File: config.mk
export PLATFORM = sky130hd
export DESIGN_NAME = vga_frame_scheduler_flat
export DESIGN_NICKNAME = d
export VERILOG_FILES = /design/src/rtl/vga_frame_scheduler_pkg.sv /design/src/rtl/vga_frame_scheduler_if.sv /design/src/rtl/vga_frame_scheduler_edge_det.sv /design/src/rtl/vga_frame_scheduler.sv /design/src/flat_wrapper.sv
export SDC_FILE = /design/constraint.sdc
export NUM_CORES = 1
export LEC_CHECK = 0
export BUFFER_PORTS_ARGS = -buffer_cell sky130_fd_sc_hd__buf_2
export CORE_MARGIN = 4
export CORE_UTILIZATION = 48
export CTS_BUF_LIST = sky130_fd_sc_hd__clkbuf_4
export DETAILED_ROUTE_END_ITERATION = 6
export GPL_ROUTABILITY_DRIVEN = 1
export PLACE_DENSITY_LB_ADDON = 0.12
export SLEW_MARGIN = 40
export SYNTH_ARGS = -nofsm -noshare
export SYNTH_HDL_FRONTEND = slang
export SYNTH_SLANG_ARGS = --single-unit
export TNS_END_PERCENT = 10
File: constraint.sdc
create_clock -name vga_clk -period 5.1 [get_ports vga_clk]
set_input_delay 0.51 -clock vga_clk [delete_from_list [all_inputs] [get_ports vga_clk]]
set_output_delay 0.51 -clock vga_clk [all_outputs]
set_load 0.05 [all_outputs]
File: src/rtl/vga_frame_scheduler_pkg.sv
// Shared types and constants for the VGA frame scheduler.
// Covers raster timing, client indices and sequencer states.
package vga_sched_pkg;

  localparam int LAST_ROW_DEF  = 479;
  localparam int H_TOTAL       = 800;
  localparam int V_BLANK_LINES = 45;

  localparam int CL_GROUND = 0;
  localparam int CL_DINO   = 1;
  localparam int CL_CACTUS = 2;
  localparam int CL_SCORE  = 3;

  typedef enum logic [2:0] {
    ST_IDLE,
    ST_SCAN,
    ST_START,
    ST_WAIT,
    ST_DONE
  } sched_st_t;

endpackage

File: src/rtl/vga_frame_scheduler_if.sv
// Start/done bus between the frame scheduler and its update clients.
// The master is the scheduler; the slave side is the set of clients.
interface vga_sched_if #(
  parameter int N = 4
) ();

  localparam int IW = (N > 1) ? $clog2(N) : 1;

  logic [N-1:0]  upd_start;
  logic [N-1:0]  upd_done;
  logic [N-1:0]  client_en;
  logic [IW-1:0] grant_id;

  modport master (
    output upd_start,
    output grant_id,
    input  upd_done,
    input  client_en
  );

  modport slave (
    input  upd_start,
    input  grant_id,
    output upd_done,
    output client_en
  );

endinterface

File: src/rtl/vga_frame_scheduler_edge_det.sv
// Frame boundary detector on the raster rdn/row_addr outputs.
// Shared with the sprite renderers.
module vga_frame_edge_det
  import vga_sched_pkg::*;
#(
  parameter int LAST_ROW = LAST_ROW_DEF
) (
  input  logic       vga_clk,
  input  logic       clrn,
  input  logic       i_rdn,
  input  logic [8:0] i_row,
  output logic       o_frame_end,
  output logic       o_frame_start
);

  logic r_rdn_q;

  always_ff @(posedge vga_clk or negedge clrn) begin
    if (!clrn) r_rdn_q <= 1'b1;
    else       r_rdn_q <= i_rdn;
  end

  assign o_frame_end   = !r_rdn_q && i_rdn &&
                         (i_row == 9'(LAST_ROW));
  assign o_frame_start = r_rdn_q && !i_rdn &&
                         (i_row == 9'd0);

endmodule

File: src/rtl/vga_frame_scheduler.sv
// Runs per-frame client updates inside vertical blanking.
// Aborts the sequence if active video restarts first.
module vga_frame_scheduler
  import vga_sched_pkg::*;
#(
  parameter  int N_CLIENTS   = 4,
  parameter  int TIMEOUT_CYC = 8192,
  parameter  int LAST_ROW    = LAST_ROW_DEF,
  parameter  int CNT_W       = 16,
  localparam int IW = (N_CLIENTS > 1) ?
                      $clog2(N_CLIENTS) : 1
) (
  input  logic             vga_clk,
  input  logic             clrn,
  input  logic             rdn,
  input  logic [8:0]       row_addr,
  input  logic             run_en,
  input  logic             clr_flags,
  vga_sched_if.master      cl,
  output logic             frame_tick,
  output logic             busy,
  output logic             overrun,
  output logic             timeout,
  output logic [IW-1:0]    timeout_id,
  output logic [CNT_W-1:0] frame_cnt
);

  localparam int IX = IW + 1;
  localparam int TW = $clog2(TIMEOUT_CYC) + 1;
  localparam bit FITS =
    (N_CLIENTS * TIMEOUT_CYC) <= (H_TOTAL * V_BLANK_LINES);

  sched_st_t        r_state;
  logic [IX-1:0]    r_idx;
  logic [IW-1:0]    r_grant;
  logic [N_CLIENTS-1:0] r_start;
  logic             r_busy;
  logic [TW-1:0]    r_tcnt;
  logic             r_ovr;
  logic             r_to;
  logic [IW-1:0]    r_toid;
  logic             r_tick;
  logic [CNT_W-1:0] r_cnt;

  logic          w_fend;
  logic          w_fstart;
  logic          w_hit;
  logic [IW-1:0] w_sel;
  logic          w_active;

  vga_frame_edge_det #(
    .LAST_ROW (LAST_ROW)
  ) u_edge (
    .vga_clk       (vga_clk),
    .clrn          (clrn),
    .i_rdn         (rdn),
    .i_row         (row_addr),
    .o_frame_end   (w_fend),
    .o_frame_start (w_fstart)
  );

  // lowest enabled client at or above the cursor
  always_comb begin
    w_hit = 1'b0;
    w_sel = '0;
    for (int i = N_CLIENTS - 1; i >= 0; i--) begin
      if (cl.client_en[i] && (i >= int'(r_idx))) begin
        w_hit = 1'b1;
        w_sel = IW'(i);
      end
    end
  end

  assign w_active = (r_state == ST_SCAN) ||
                    (r_state == ST_START) ||
                    (r_state == ST_WAIT);

  always_ff @(posedge vga_clk or negedge clrn) begin
    if (!clrn) begin
      r_state <= ST_IDLE;
      r_idx   <= '0;
      r_grant <= '0;
      r_start <= '0;
      r_busy  <= 1'b0;
      r_tcnt  <= '0;
      r_ovr   <= 1'b0;
      r_to    <= 1'b0;
      r_toid  <= '0;
      r_tick  <= 1'b0;
      r_cnt   <= '0;
    end else begin
      r_tick  <= w_fend;
      r_start <= '0;
      if (w_fend) r_cnt <= r_cnt + CNT_W'(1);
      if (clr_flags) begin
        r_ovr <= 1'b0;
        r_to  <= 1'b0;
      end
      if (w_fstart && w_active) begin
        r_ovr   <= 1'b1;
        r_busy  <= 1'b0;
        r_state <= ST_IDLE;
      end else begin
        unique case (r_state)
          ST_IDLE: begin
            if (w_fend && run_en) begin
              r_idx   <= '0;
              r_state <= ST_SCAN;
            end
          end
          ST_SCAN: begin
            if (w_hit) begin
              r_idx   <= {1'b0, w_sel};
              r_grant <= w_sel;
              r_start <= N_CLIENTS'(1) << w_sel;
              r_busy  <= 1'b1;
              r_tcnt  <= '0;
              r_state <= ST_START;
            end else begin
              r_state <= ST_DONE;
            end
          end
          ST_START: begin
            r_tcnt  <= r_tcnt + TW'(1);
            r_state <= ST_WAIT;
          end
          ST_WAIT: begin
            if (cl.upd_done[r_grant]) begin
              r_idx   <= r_idx + IX'(1);
              r_state <= ST_SCAN;
            end else if (r_tcnt == TW'(TIMEOUT_CYC - 1)) begin
              r_to    <= 1'b1;
              r_toid  <= r_grant;
              r_idx   <= r_idx + IX'(1);
              r_state <= ST_SCAN;
            end else begin
              r_tcnt <= r_tcnt + TW'(1);
            end
          end
          ST_DONE: begin
            r_busy  <= 1'b0;
            r_state <= ST_IDLE;
          end
          default: r_state <= ST_IDLE;
        endcase
      end
    end
  end

  assign cl.upd_start = r_start;
  assign cl.grant_id  = r_grant;
  assign frame_tick   = r_tick;
  assign busy         = r_busy;
  assign overrun      = r_ovr;
  assign timeout      = r_to;
  assign timeout_id   = r_toid;
  assign frame_cnt    = r_cnt;

  a_budget: assert property (
    @(posedge vga_clk) disable iff (!clrn) FITS);
  a_onehot: assert property (
    @(posedge vga_clk) disable iff (!clrn) $onehot0(r_start));

endmodule

File: src/flat_wrapper.sv
// flat-port wrapper written by rule: the top's interface ports become plain ports
module vga_frame_scheduler_flat import vga_sched_pkg::*;
#(
  parameter  int N_CLIENTS   = 4,
  parameter  int TIMEOUT_CYC = 8192,
  parameter  int LAST_ROW    = LAST_ROW_DEF,
  parameter  int CNT_W       = 16,
  localparam int IW = (N_CLIENTS > 1) ?
                      $clog2(N_CLIENTS) : 1
)
  (vga_clk, clrn, rdn, row_addr, run_en, clr_flags, frame_tick, busy, overrun, timeout, timeout_id, frame_cnt, cl_upd_start, cl_grant_id, cl_upd_done, cl_client_en);
  vga_sched_if #(.N((4))) cl_i ();
  input  logic vga_clk;
  input  logic clrn;
  input  logic rdn;
  input  logic [8:0] row_addr;
  input  logic run_en;
  input  logic clr_flags;
  output logic frame_tick;
  output logic busy;
  output logic overrun;
  output logic timeout;
  output logic [IW-1:0] timeout_id;
  output logic [CNT_W-1:0] frame_cnt;
  output wire logic [$bits(cl_i.upd_start)-1:0] cl_upd_start;
  output wire logic [$bits(cl_i.grant_id)-1:0] cl_grant_id;
  input wire logic [$bits(cl_i.upd_done)-1:0] cl_upd_done;
  input wire logic [$bits(cl_i.client_en)-1:0] cl_client_en;
  assign cl_upd_start = cl_i.upd_start;
  assign cl_grant_id = cl_i.grant_id;
  assign cl_i.upd_done = cl_upd_done;
  assign cl_i.client_en = cl_client_en;
  vga_frame_scheduler #(.N_CLIENTS(N_CLIENTS), .TIMEOUT_CYC(TIMEOUT_CYC), .LAST_ROW(LAST_ROW), .CNT_W(CNT_W)) u_core (.vga_clk(vga_clk), .clrn(clrn), .rdn(rdn), .row_addr(row_addr), .run_en(run_en), .clr_flags(clr_flags), .cl(cl_i), .frame_tick(frame_tick), .busy(busy), .overrun(overrun), .timeout(timeout), .timeout_id(timeout_id), .frame_cnt(frame_cnt));
endmodule
==> results of run 1 <==
per-layer routing:
layer | GRT usage (%) | wire length [microns] | share of wire, % | vias to the layer above
li1 | - | - | - | 1066
met1 | 27.3 | 2950 | 50 | 1068
met2 | 27.6 | 2620 | 44 | 56
met3 | 3.87 | 263 | 4.5 | 6
met4 | 4.01 | 61 | 1.0 | 0
met5 | 0 | 0 | 0 | -
sequential cells by signal, indices dropped and copies added (netlist names):
register	cells
u_core.cl.upd_start	4
u_core.timeout	1
u_core.r_idx	3
u_core.r_tcnt	14
u_core.frame_tick	1
u_core.r_state	3
u_core.busy	1
u_core.u_edge.r_rdn_q	1
u_core.cl.grant_id	2
u_core.timeout_id	2
u_core.frame_cnt	16
u_core.overrun	1
logic make-up after synthesis:
logic type                 count (synthesis)
muxes                                     16
and+or+nand+nor                          111
xor gates and xnor gates                  15
buffers and inverters                     18
DFF                                       49
AOI/OAI and AO/OA                         47
adders and majority gates                  5
worst max-delay path, cell delays in order, from the launching register on:
cell	delay, ns
dfrtp_1	0.48
inv_1	0.13
ha_1	0.22
nor4bb_1	0.40
nor3_2	0.15
o32ai_1	0.51
nor2_1	0.09
mux2_1	0.33
how the worst max path moves through the flow:
stage | startpoint | end | slack, ns | cells past startpoint
floorplan | u_core.cl.grant_id[0] | u_core.r_idx[0] | 2.82 | 5
global placement | u_core.r_idx[0] | u_core.r_idx[0] | 2.71 | 7
detailed placement | cl_upd_done[3] | u_core.r_tcnt[11] | 2.69 | 6
CTS | u_core.r_idx[0] | u_core.r_tcnt[1] | 2.69 | 7
global route | u_core.r_idx[0] | u_core.r_idx[0] | 2.51 | 7
finish | u_core.r_idx[0] | u_core.r_idx[0] | 2.69 | 7
power groups by stage:
stage / Combinational [mW] / Clock (mW) / Sequential [mW]
global placement: 0.0313 / 0 / 0.399
CTS: 0.0322 / 0.196 / 0.392
global route: 0.0360 / 0.211 / 0.392
detailed placement: 0.0322 / 0 / 0.399
finish: 0.0314 / 0.189 / 0.392
floorplan: 0.0101 / 0 / 0.400
metrics by stage:
step	setup WS, ns	hold WS [ns]
finish	2.69	0.123
global route	2.51	0.151
CTS	2.69	0.140
detailed placement	2.69	0.458
global placement	2.71	0.453
floorplan	2.82	0.214
layout make-up:
class	instances	area share, %
clock buffers	5	1.22
flip-flops and latches	49	39.9
well taps	72	2.93
repair buffers	50	8.29
multi-input cells	194	45.7
clock inverters	3	0.691
inverters	11	1.34
cells in the mapped netlist, types with 3 or more instances:
cell       n  share of area (%)
nand4_1   18                4.1
xnor2_1    9                2.9
a31oi_1    3               0.69
nor2_1    14                1.9
nor4_1     3               0.69
mux2i_1    9                3.3
ha_1       5                2.3
mux2_2     5                2.1
and3_1     3               0.69
a21oi_1    6                1.1
inv_1     11                1.5
nand2_1   24                3.3
nand3_1    5               0.92
a21o_1     4                1.1
dfrtp_1   48                 44
nand2b_1  12                2.8
o21ai_0   10                1.8
nand3b_1   4                1.1
nor3_1     7                1.3
and4_1     5                1.6
xor2_1     6                1.9
cells in the final DEF, fill, tap and decap left out, drive strengths merged, types with 12 or more instances in the layout:
cell,synthesis,layout
buf,5,50
dfrtp,48,48
nand2,24,24
nand4,18,18
nor2,14,14
o21ai,13,13
nand2b,12,12
inv,11,12
==> flow_summary.yaml, run 1 <==
yosys:
  synthSimpleGateAreaFrac_pct: 23.6
  synth_xor_area_share_pct: 4.83
  synth_top_family_by_area: "simple AND/OR/NAND/NOR gates"
  synth_warnings: 0
  synthCells: 261
  ys_seq_elements: 49
  syn_nets: 288
  synth-main-ff-cell: "dfrtp_1"
  muxShareOfSynthArea_pct: 6.63
  avgSynthCellArea_sq_um: 10.4
  async_flop_share_pct: 100
  synth.cell_area_sq_um: 2720
  synth_fa_ha_area_share_pct: 2.30
  seq_area_frac_synth_pct: 45.2
  synth_compound_area_share_pct: 14.3
  ys_types: 60
  synth_edf_count: 0
clock_tree:
  cts_resized: 0
  cts_inserted_buffers: 5
  clk_path_buf_depth: 2
  cts_sinks: 49
  clkSlewWorstSetupHoldPaths_ns: 0.15
  cts.htree.levels: 2
  holdBufCountCts: 0
  clock_latency_ns: 0.38
  cts_setup_buffers: 0
  cts_tree: "done"
  cts_root_buffer: "clkbuf_4"
power_and_ir_drop:
  power_frac_clock_pct: 30.9
  swShare_pct: 25.5
  vdd_drop_max_mv: 0.0857
  powerDensity_nw_per_um2: 199
  pwr-share-comb_pct: 5.1
  switchingPower_mw: 0.156
  p_int_mw: 0.456
  leakagePower_nw: 1.44
  power_mw: 0.613
  p_seq_share_pct: 64.0
sta:
  worst_slew_pin_slew_ns: 0.691
  fin_tns_setup_ns: 0
  finalCritPeriodShare_pct: 47.3
  setup_viol_count_final: 0
  fmax_mhz: 414
  slew_headroom_pct: 53.9
  drv_slew: 0
  fin_crit_ns: 2.41
  hold_viol: 0
  skew_ns: 0.00788
  rsz0062_at_grt: "no"
setup_path:
  timing.rr.end: "u_core.r_idx[0]"
  regToRegSetupSlack_ns: 2.69
  critical_path_class: "flip-flop to flip-flop"
  cp.arrival_ns: 2.70
  cp_max_fo: 7
  start_kind: "flip-flop"
  r2r_cells: 7
  r2r-start: "u_core.r_idx[0]"
  required_ns: 5.38
  end_kind: "flip-flop"
grt:
  grt_pass1_wl_microns: 10500
  grt-ovfl-total: 0
  grt_max_degree: 50
  grt_pass1_vias: 2090
  antenna_found_initial: 0
  grtUsageTotal_pct: 18.4
floorplanning:
  core_area_sq_um: 5510
  io_pins: 50
  rows: 27
  die_area_sq_um: 6930
  die_h_microns: 83.2
  die_x_microns: 83.2
  initial_core_util_pct: 49.4
route:
  via_per_inst: 5.72
  antenna_left: 0
  drt_iter0_drc: 110
  vias: 2196
  dr.pass1.iters: 4
  drc_errors: 0
  drt-total-wl_microns: 5900
  wl_per_cell_microns: 15.4
place:
  dp.cells: 376
  gp_congestion: 0.869
  io_buffers: 49
  postPlaceCellArea_sq_um: 3020
  place.detailed.hpwl_microns: 4330
final_layout:
  stdcell_count: 384
  seq_area_sq_um: 1230
  area_growth_pct: 13.3
  design_area_sq_um: 3080
  diodes: 0
  n_fill_cell: 508
  multi_input_comb_area_sq_um: 1410
  post-route-util_pct: 55.9
  layout-drive-gt1-share_pct: 26.0
  final_nets: 338
hold_path:
  hold_class: "input pin to async pin"
job:
  maxCapViolCount: 0
status:
  run_status: "completed"
(Power assumes the default switching activity.)
==> run 2, diff against run 1 <==
- clock period: 5.1 -> 2.2 ns (I/O delays scaled with it)
==> run 2 against run 1 <==
  * Sequential power is 130% higher
  * Clock-buffer cell count stayed put
  * Routed wire length is 5.6% higher
  * Clock power grew to 2.9 times the previous value
  * Die area stayed put
  * Register-to-register slack worse by 2.7 ns
  * Critical path depth is 2 lower
  * Final cell count is 5.2% higher
==> flow_summary.yaml, run 2 (same netlist as run 1, synthesis figures left out) <==
clock_tree:
  cts_inserted_buffers: 5
  clkSlewWorstSetupHoldPaths_ns: 0.15
  cts.htree.levels: 2
  cts_root_buffer: "clkbuf_4"
  clock_latency_ns: 0.37
  cts_sinks: 49
  cts_tree: "done"
  clk_path_buf_depth: 2
final_layout:
  post-route-util_pct: 60.5
  largest_reg_flops: 16
  diodes: 0
  stdcell_count: 404
  final_nets: 358
  area_growth_pct: 22.7
  layout-drive-gt1-share_pct: 32.2
  mostFrequentLayoutCells: "buf_2, dfrtp_1, nand2_1, nand4_1, buf_4"
  layout.cells.most_common: "buf_2"
power_and_ir_drop:
  p_seq_share_pct: 59.4
  leakagePower_nw: 1.55
  power_mw: 1.53
  powerDensity_nw_per_um2: 459
  pwr-share-comb_pct: 5.4
  power_frac_clock_pct: 35.3
  vdd_drop_max_mv: 0.207
  swShare_pct: 23.0
  switchingPower_mw: 0.351
  p_int_mw: 1.18
hold_path:
  min_path_cells: 2
  hold_class: "input pin to flip-flop"
  hp-start: "clr_flags"
setup_path:
  cp_num_buf_inv: 0
  cpLargestDelayFamily: "compound AO/OA/AOI/OAI gates"
  required_ns: 2.50
  start_kind: "flip-flop"
  critical_path_class: "flip-flop to flip-flop"
  cp.arrival_ns: 2.50
  path_cells: "mux4_2 > a41oi_2 > o21ai_4 > a2111oi_1 > mux2i_1"
  crit_cells: 5
  end_kind: "flip-flop"
  cp_max_fo: 10
  setup.worst_path.start: "u_core.cl.grant_id[0]"
  slowest_stage: "mux4_2"
  cpPeakStageDelay_ns: 0.55
  r2r-start: "u_core.cl.grant_id[0]"
  r2r_cells: 5
route:
  drt-total-wl_microns: 6230
  drc_errors: 0
  vias: 2259
  dr.pass1.iters: 4
  via_per_inst: 5.59
  antenna_left: 0
  wl_per_cell_microns: 15.4
  drt_iter0_drc: 212
grt:
  met1_usage_pct: 26.6
  grtUsageMet2_pct: 28.4
  grt_max_degree: 50
  grt_pass1_wl_microns: 10700
  grt_pass1_vias: 2187
  grt-ovfl-total: 0
  grt.busiest_layer: "met2"
  antenna_found_initial: 0
  grtUsageMet3_pct: 4.17
  grtUsageTotal_pct: 18.5
place:
  place.detailed.hpwl_microns: 4430
  io_buffers: 49
  dp.cells: 391
  pre_cts_slack_ns: 0.00878
  gp_congestion: 0.848
sta:
  drv_slew: 0
  setup_viol_count_final: 0
  rsz0062_at_grt: "yes"
  slew_headroom_pct: 68.1
  fin_crit_ns: 2.20
  skew_ns: 0.0122
  worst_slew_pin_slew_ns: 0.476
  hold_viol: 0
  finalWorstSetupSlack_ns: 0.00456
  fmax_mhz: 455
  finalCritPeriodShare_pct: 99.8
floorplanning:
  die_x_microns: 83.2
  initial_core_util_pct: 49.4
  core_area_sq_um: 5510
  die_h_microns: 83.2
  die_area_sq_um: 6930
  rows: 27
  io_pins: 50
status:
  run_status: "completed"
job:
  maxCapViolCount: 0
## run 2: worst paths after layout
check	slack, ns	to
max	0.005	u_core.r_tcnt[11]
min	0.05	u_core.timeout
max reg2reg	0.005	u_core.r_tcnt[11]
min reg2reg	0.48	u_core.frame_cnt[15]
max in group asynchronous	1.57	u_core.u_edge.r_rdn_q
min in group asynchronous	0.34	u_core.frame_cnt[9]
## run 2: final cells by class
type / instances / area (sq um)
well taps: 72 / 90.1
clock buffers: 5 / 37.5
clock inverters: 3 / 46.3
inverters: 11 / 41.3
fillers: 485 / 2170
multi-input cells: 194 / 1460
flip-flops and latches: 49 / 1230
repair buffers: 70 / 424
## run 2: layer usage
layer	routed length, microns	share of wire, %
met4	61	0.98
met5	0	0
met1	3020	48
met3	321	5.2
met2	2830	45
## run 2: stage by stage
| stage | cell area (sq um) | setup TNS [ns] | hold WS [ns] |
|---|---|---|---|
| global placement | 3140 | 0 | 0.229 |
| CTS | 3250 | 0 | 0.0385 |
| floorplan | 2720 | 0 | -0.0756 |
| finish | 3330 | 0 | 0.0486 |
| global route | 3330 | -0.378 | 0.0264 |
| detailed placement | 3140 | 0 | 0.232 |
## run 2: timing repair
action	in CTS	in global routing
resized for setup	1	11
hold endpoints to repair	49	0
pin swaps	0	3
setup endpoints to repair	1	15
hold buffers	2	0
setup buffers	0	3
## run 2: worst reg2reg max path: stages, from the launching register on
cell and delay, ns:
dfrtp_2 0.43, mux4_2 0.56, a41oi_2 0.23, o21ai_4 0.17, a2111oi_1 0.51, mux2i_1 0.24
## run 2: power groups by stage
stage / registers [mW] / logic, mW / clock network, mW
after floorplan: 0.928 / 0.0235 / 0
after detailed placement: 0.925 / 0.0801 / 0
after global routing: 0.910 / 0.0926 / 0.600
after global placement: 0.925 / 0.0793 / 0
final: 0.909 / 0.0821 / 0.540
after CTS: 0.909 / 0.0832 / 0.563
